## src/rtl/sreg_piso_tx.sv

```systemverilog
// Parallel-in/serial-out transmitter: accepts a word on valid/ready and emits it
// one bit per enabled cycle with a matching shift strobe for a serial-load register.
module sreg_piso_tx #(
  parameter int unsigned WIDTH     = 4,
  parameter bit          MSB_FIRST = 1'b1
) (
  input  logic             clk_i,
  input  logic             rst_i,
  input  logic [WIDTH-1:0] data_i,
  input  logic             valid_i,
  output logic             ready_o,
  input  logic             en_i,
  output logic             bstream_o,
  output logic             shift_o,
  output logic             done_o,
  output logic             busy_o
);

  localparam int unsigned CW = (WIDTH > 1) ? $clog2(WIDTH) : 1;

  typedef enum logic {
    IDLE  = 1'b0,
    SHIFT = 1'b1
  } state_t;

  state_t           state_q, state_d;
  logic [WIDTH-1:0] sr_q, sr_d;
  logic [CW-1:0]    cnt_q, cnt_d;
  logic             out_bit;

  // Bit currently presented at the outgoing end of the shadow register.
  assign out_bit = MSB_FIRST ? sr_q[WIDTH-1] : sr_q[0];

  always_ff @(posedge clk_i) begin
    if (rst_i) begin
      state_q <= IDLE;
      sr_q    <= '0;
      cnt_q   <= '0;
    end else begin
      state_q <= state_d;
      sr_q    <= sr_d;
      cnt_q   <= cnt_d;
    end
  end

  always_comb begin
    state_d   = state_q;
    sr_d      = sr_q;
    cnt_d     = cnt_q;
    ready_o   = 1'b0;
    busy_o    = 1'b0;
    shift_o   = 1'b0;
    bstream_o = 1'b0;
    done_o    = 1'b0;
    unique case (state_q)
      IDLE: begin
        ready_o = 1'b1;
        if (valid_i) begin
          sr_d    = data_i;
          cnt_d   = CW'(WIDTH - 1);
          state_d = SHIFT;
        end
      end
      SHIFT: begin
        busy_o    = 1'b1;
        shift_o   = en_i;
        bstream_o = en_i & out_bit;
        if (en_i) begin
          // Shift toward the outgoing end, zero-filling the vacated bit.
          sr_d  = MSB_FIRST ? {sr_q[WIDTH-2:0], 1'b0} : {1'b0, sr_q[WIDTH-1:1]};
          cnt_d = cnt_q - CW'(1);
          if (cnt_q == '0) begin
            done_o  = 1'b1;
            state_d = IDLE;
          end
        end
      end
      default: state_d = IDLE;
    endcase
  end

endmodule
```

## config.mk

```make
export PLATFORM = sky130hd
export DESIGN_NAME = sreg_piso_tx
export DESIGN_NICKNAME = d
export VERILOG_FILES = /design/src/rtl/sreg_piso_tx.sv
export SDC_FILE = /design/constraint.sdc
export NUM_CORES = 1
export LEC_CHECK = 0
export BUFFER_PORTS_ARGS = -buffer_cell sky130_fd_sc_hd__buf_2
export CAP_MARGIN = 20
export CORE_AREA = 2 2 39 41
export CTS_BUF_LIST = sky130_fd_sc_hd__clkbuf_8 sky130_fd_sc_hd__clkbuf_16
export CTS_CLUSTER_DIAMETER = 100
export DETAILED_ROUTE_END_ITERATION = 6
export DIE_AREA = 0 0 41 43
export SYNTH_ARGS = -nofsm -noshare
export SYNTH_HDL_FRONTEND = slang
export SYNTH_SLANG_ARGS = --single-unit
```

## constraint.sdc

```tcl
create_clock -name clk_i -period 1.5 [get_ports clk_i]
set_clock_uncertainty 0.2 [all_clocks]
set_input_delay 0.3 -clock clk_i [delete_from_list [all_inputs] [get_ports clk_i]]
set_output_delay 0.3 -clock clk_i [all_outputs]
set_load 0.02 [all_outputs]
```

==> impl_metrics.py <==
metrics = {
    "floorplan": {
        "dieArea_um2": 1763,
        "fp.dieH_um": 43,
        "die_width_um": 41,
        "fp-row-count": 14,
        "core_area_um2": 1384,
        "initial_utilization_pct": 23.87,
        "boundaryPins": 13,
    },
    "global_route": {
        "wire_length_of_the_first_global_routing_pass_um": 1097,
        "antenna_found_initial": 0,
        "globalRouteOverflowTotal": 0,
        "maximum_number_of_pins_on_one_net_before_global_route_repair": 10,
        "global_route.usage.total_pct": 9.749,
        "grt_pass1_vias": 273,
    },
    "worst_setup_path": {
        "crit_buf_inv": 2,
        "regToRegSetupSlack_ns": 0.25,
        "gate_family_responsible_for_the_most_delay_along_the_worst_path": "flip-flops",
        "timing.critical_path.slowest_stage_cell": "sky130_fd_sc_hd__dfxtp_2",
        "cp_cell_sequence": "inv_2 > ha_4 > and3_4 > buf_6",
        "timing.critical_path.arrival_ns": 1.03,
        "critPathRequiredTime_ns": 1.00,
        "critical_path.max_stage_delay_ns": 0.32,
        "worst_setup_path_category": "reg2out",
        "worst-path-max-fanout": 2,
        "setup.worst_path.end_class": "output port",
        "critical_path.startpoint_type": "flip-flop",
    },
    "routing": {
        "detailedRoute.firstPassIterationCount": 4,
        "drc_errors": 0,
        "route.vias.total": 311,
        "final_antenna_net_count": 0,
        "detailedRoute.firstIterationViolations": 5,
        "vias_per_cell": 4.443,
        "detail_route.wl_per_cell_um": 9.700,
        "drt_wl_total_um": 679,
    },
    "logic_synthesis": {
        "yosysSeqAreaShare_pct": 42.42,
        "post_synth_mux_area_share_pct": 13.64,
        "synth_adder_area_share_pct": 3.788,
        "avg_inst_size_synth_um2": 9.438,
        "largest_family_of_logic_cells_by_synthesized_area": "simple AND/OR/NAND/NOR gates",
        "synthXorXnorAreaFrac_pct": 0,
        "synthesis.area_um2": 330.3,
        "synthesis.instances": 35,
        "synth_simple_gate_area_share_pct": 18.56,
        "ys_seq_elements": 7,
        "synth.net_count": 44,
        "synth.distinct_cells": 13,
        "synth-warning-count": 0,
        "share_of_the_synthesized_area_in_compound_gates_ao_oa_aoi_oai_pct": 13.64,
    },
    "clocking": {
        "htree_num_levels": 1,
        "tritoncts.num_buffers": 3,
        "skew_pair_late_insertion_delay_ns": 0.23,
        "ctsHoldBuffers": 0,
        "clkSlewWorstSetupHoldPaths_ns": 0.04,
        "clock_sink_count": 7,
        "cts.root.buffer_cell": "sky130_fd_sc_hd__clkbuf_8",
        "cts_buffer_depth": 2,
        "tritoncts": "yes",
    },
    "placed_design": {
        "place.detailed.hpwl_um": 500.8,
        "pre_cts_slack_ns": 0.07265,
        "dpl.cell_count": 64,
        "io_buffers": 12,
        "gpl.final_weighted_congestion": 0.7640,
        "area_of_placed_instances_um2": 414.1,
    },
    "timing": {
        "post-route-worst-setup-slack_ns": -0.02842,
        "grt_setup_unrepaired": "yes",
        "finalCriticalPeriod_ns": 1.528,
        "max_clock_freq_ghz": 0.6543,
        "worst_hold_slack_ns": 0.1355,
        "setup_violations": 1,
        "setup-tns-final_ns": -0.02842,
        "final-hold-violation-count": 0,
        "timing.max_slew.rel_slack_pct": 87.32,
        "final_period_util_pct": 101.9,
        "max_slew.worst_pin.slew_ns": 0.1891,
        "maxSlewViolCount": 0,
    },
    "power_and_ir_drop": {
        "sw_frac_of_total_pct": 24.45,
        "lkg_pwr_nw": 0.2351,
        "max-vdd-ir-drop_mv": 0.6298,
        "seq_power_share_pct": 37.5,
        "power_per_cell_area_nw_per_um2": 1160,
        "power_frac_clock_pct": 43.9,
        "p_sw_uw": 141.9,
        "internal-power_uw": 438.6,
        "report.power.total_uw": 580.6,
        "logic_gate_share_of_total_power_pct": 18.6,
    },
    "cells_and_area": {
        "fin_util_pct": 36.17,
        "mostFrequentLayoutCell": "sky130_fd_sc_hd__buf_2",
        "final_cell_mix": "sky130_fd_sc_hd__buf_2 (11), sky130_fd_sc_hd__nor2_1 (7), sky130_fd_sc_hd__a211oi_1 (5)",
        "post_route_cells_drive_above_1_share_pct": 53.70,
        "layout.nets": 64,
        "area.growth.synth_to_final_pct": 51.52,
        "diodes": 0,
        "post_layout_nonfiller_instances": 70,
        "final_cell_area_um2": 500.5,
    },
    "status": {
        "violations": "setup timing",
        "status": "complete, but fails checks",
    },
    "flow_run": {
        "drv_cap": 0,
    },
    "min_path": {
        "min_delay_path_class": "in2reg",
    },
}
==> routing by layer <==
layer  vias up  share of wire, %  track usage, %  routed length, um
met5         -                 0               0                  0
met4         0               1.5           4.000                 10
met3         2                11           7.853                 72
met2        11                44           13.44                299
met1       138                44           10.65                297
li1        160                 -               -                  -
==> state kept, by name (all words and copies together) (netlist names) <==
| signal | flops |
|---|---|
| sr_q | 4 |
| cnt_q | 2 |
| state_q | 1 |
==> layout make-up <==
| type | instances | area, um^2 |
|---|---|---|
| fillers | 154 | 883.3 |
| multi-input cells | 23 | 180.2 |
| flip-flops and latches | 7 | 143.9 |
| repair buffers | 16 | 96.34 |
| clock buffers | 3 | 41.29 |
| well taps | 16 | 20.02 |
| inverters | 4 | 15.01 |
| clock inverters | 1 | 3.754 |
==> Yosys cell counts, drive strengths merged <==
master,number,area (um^2)
mux2,1,15.01
and3,2,15.01
nor2,7,26.28
buf,1,11.26
a211oi,5,37.54
nand3b,1,7.510
inv,4,15.01
o21a,1,7.510
and2,1,7.510
ha,1,12.51
mux2i,3,30.03
dfxtp,7,140.1
nor3,1,5.000
==> power groups by stage <==
stage / Combinational (mW) / Sequential [mW] / Clock [mW]
2_1_floorplan: 0.0618 / 0.218 / 0
3_3_place_gp: 0.0906 / 0.218 / 0
3_5_place_dp: 0.0921 / 0.219 / 0
4_1_cts: 0.101 / 0.218 / 0.265
5_1_grt: 0.121 / 0.220 / 0.278
6_report: 0.108 / 0.218 / 0.255
==> worst paths after layout <==
path | startpoint | endpoint | cells after the start
hold / removal | rst_i | cnt_q[1] | 2
setup reg to reg | state_q | sr_q[0] | 3
hold reg to reg | sr_q[3] | sr_q[3] | 2
setup / recovery | cnt_q[0] | done_o | 4
==> worst reg2reg max path, delay by kind of cell (launching register included) <==
| family | cells | cell delay [ns] |
|---|---|---|
| multiplexers | 1 | 0.36 |
| AO/OA/AOI/OAI | 1 | 0.18 |
| flip-flops | 1 | 0.38 |
| AND/OR/NAND/NOR | 1 | 0.07 |
==> cell families (layout without fill, tap and decap cells) <==
group	Yosys count	in the layout
compound gates	6	6
fa+ha+maj	1	1
buf+inv	5	24
flops	7	7
mux	4	4
simple gates	12	12
==> timing repair <==
item	in CTS	in global routing
endpoints found under the hold margin	0	0
pin swaps	1	1
resized for setup	9	1
buffers inserted	1	1
endpoints found under the setup margin	4	1
No activity file was read; power rests on OpenSTA's default activity.
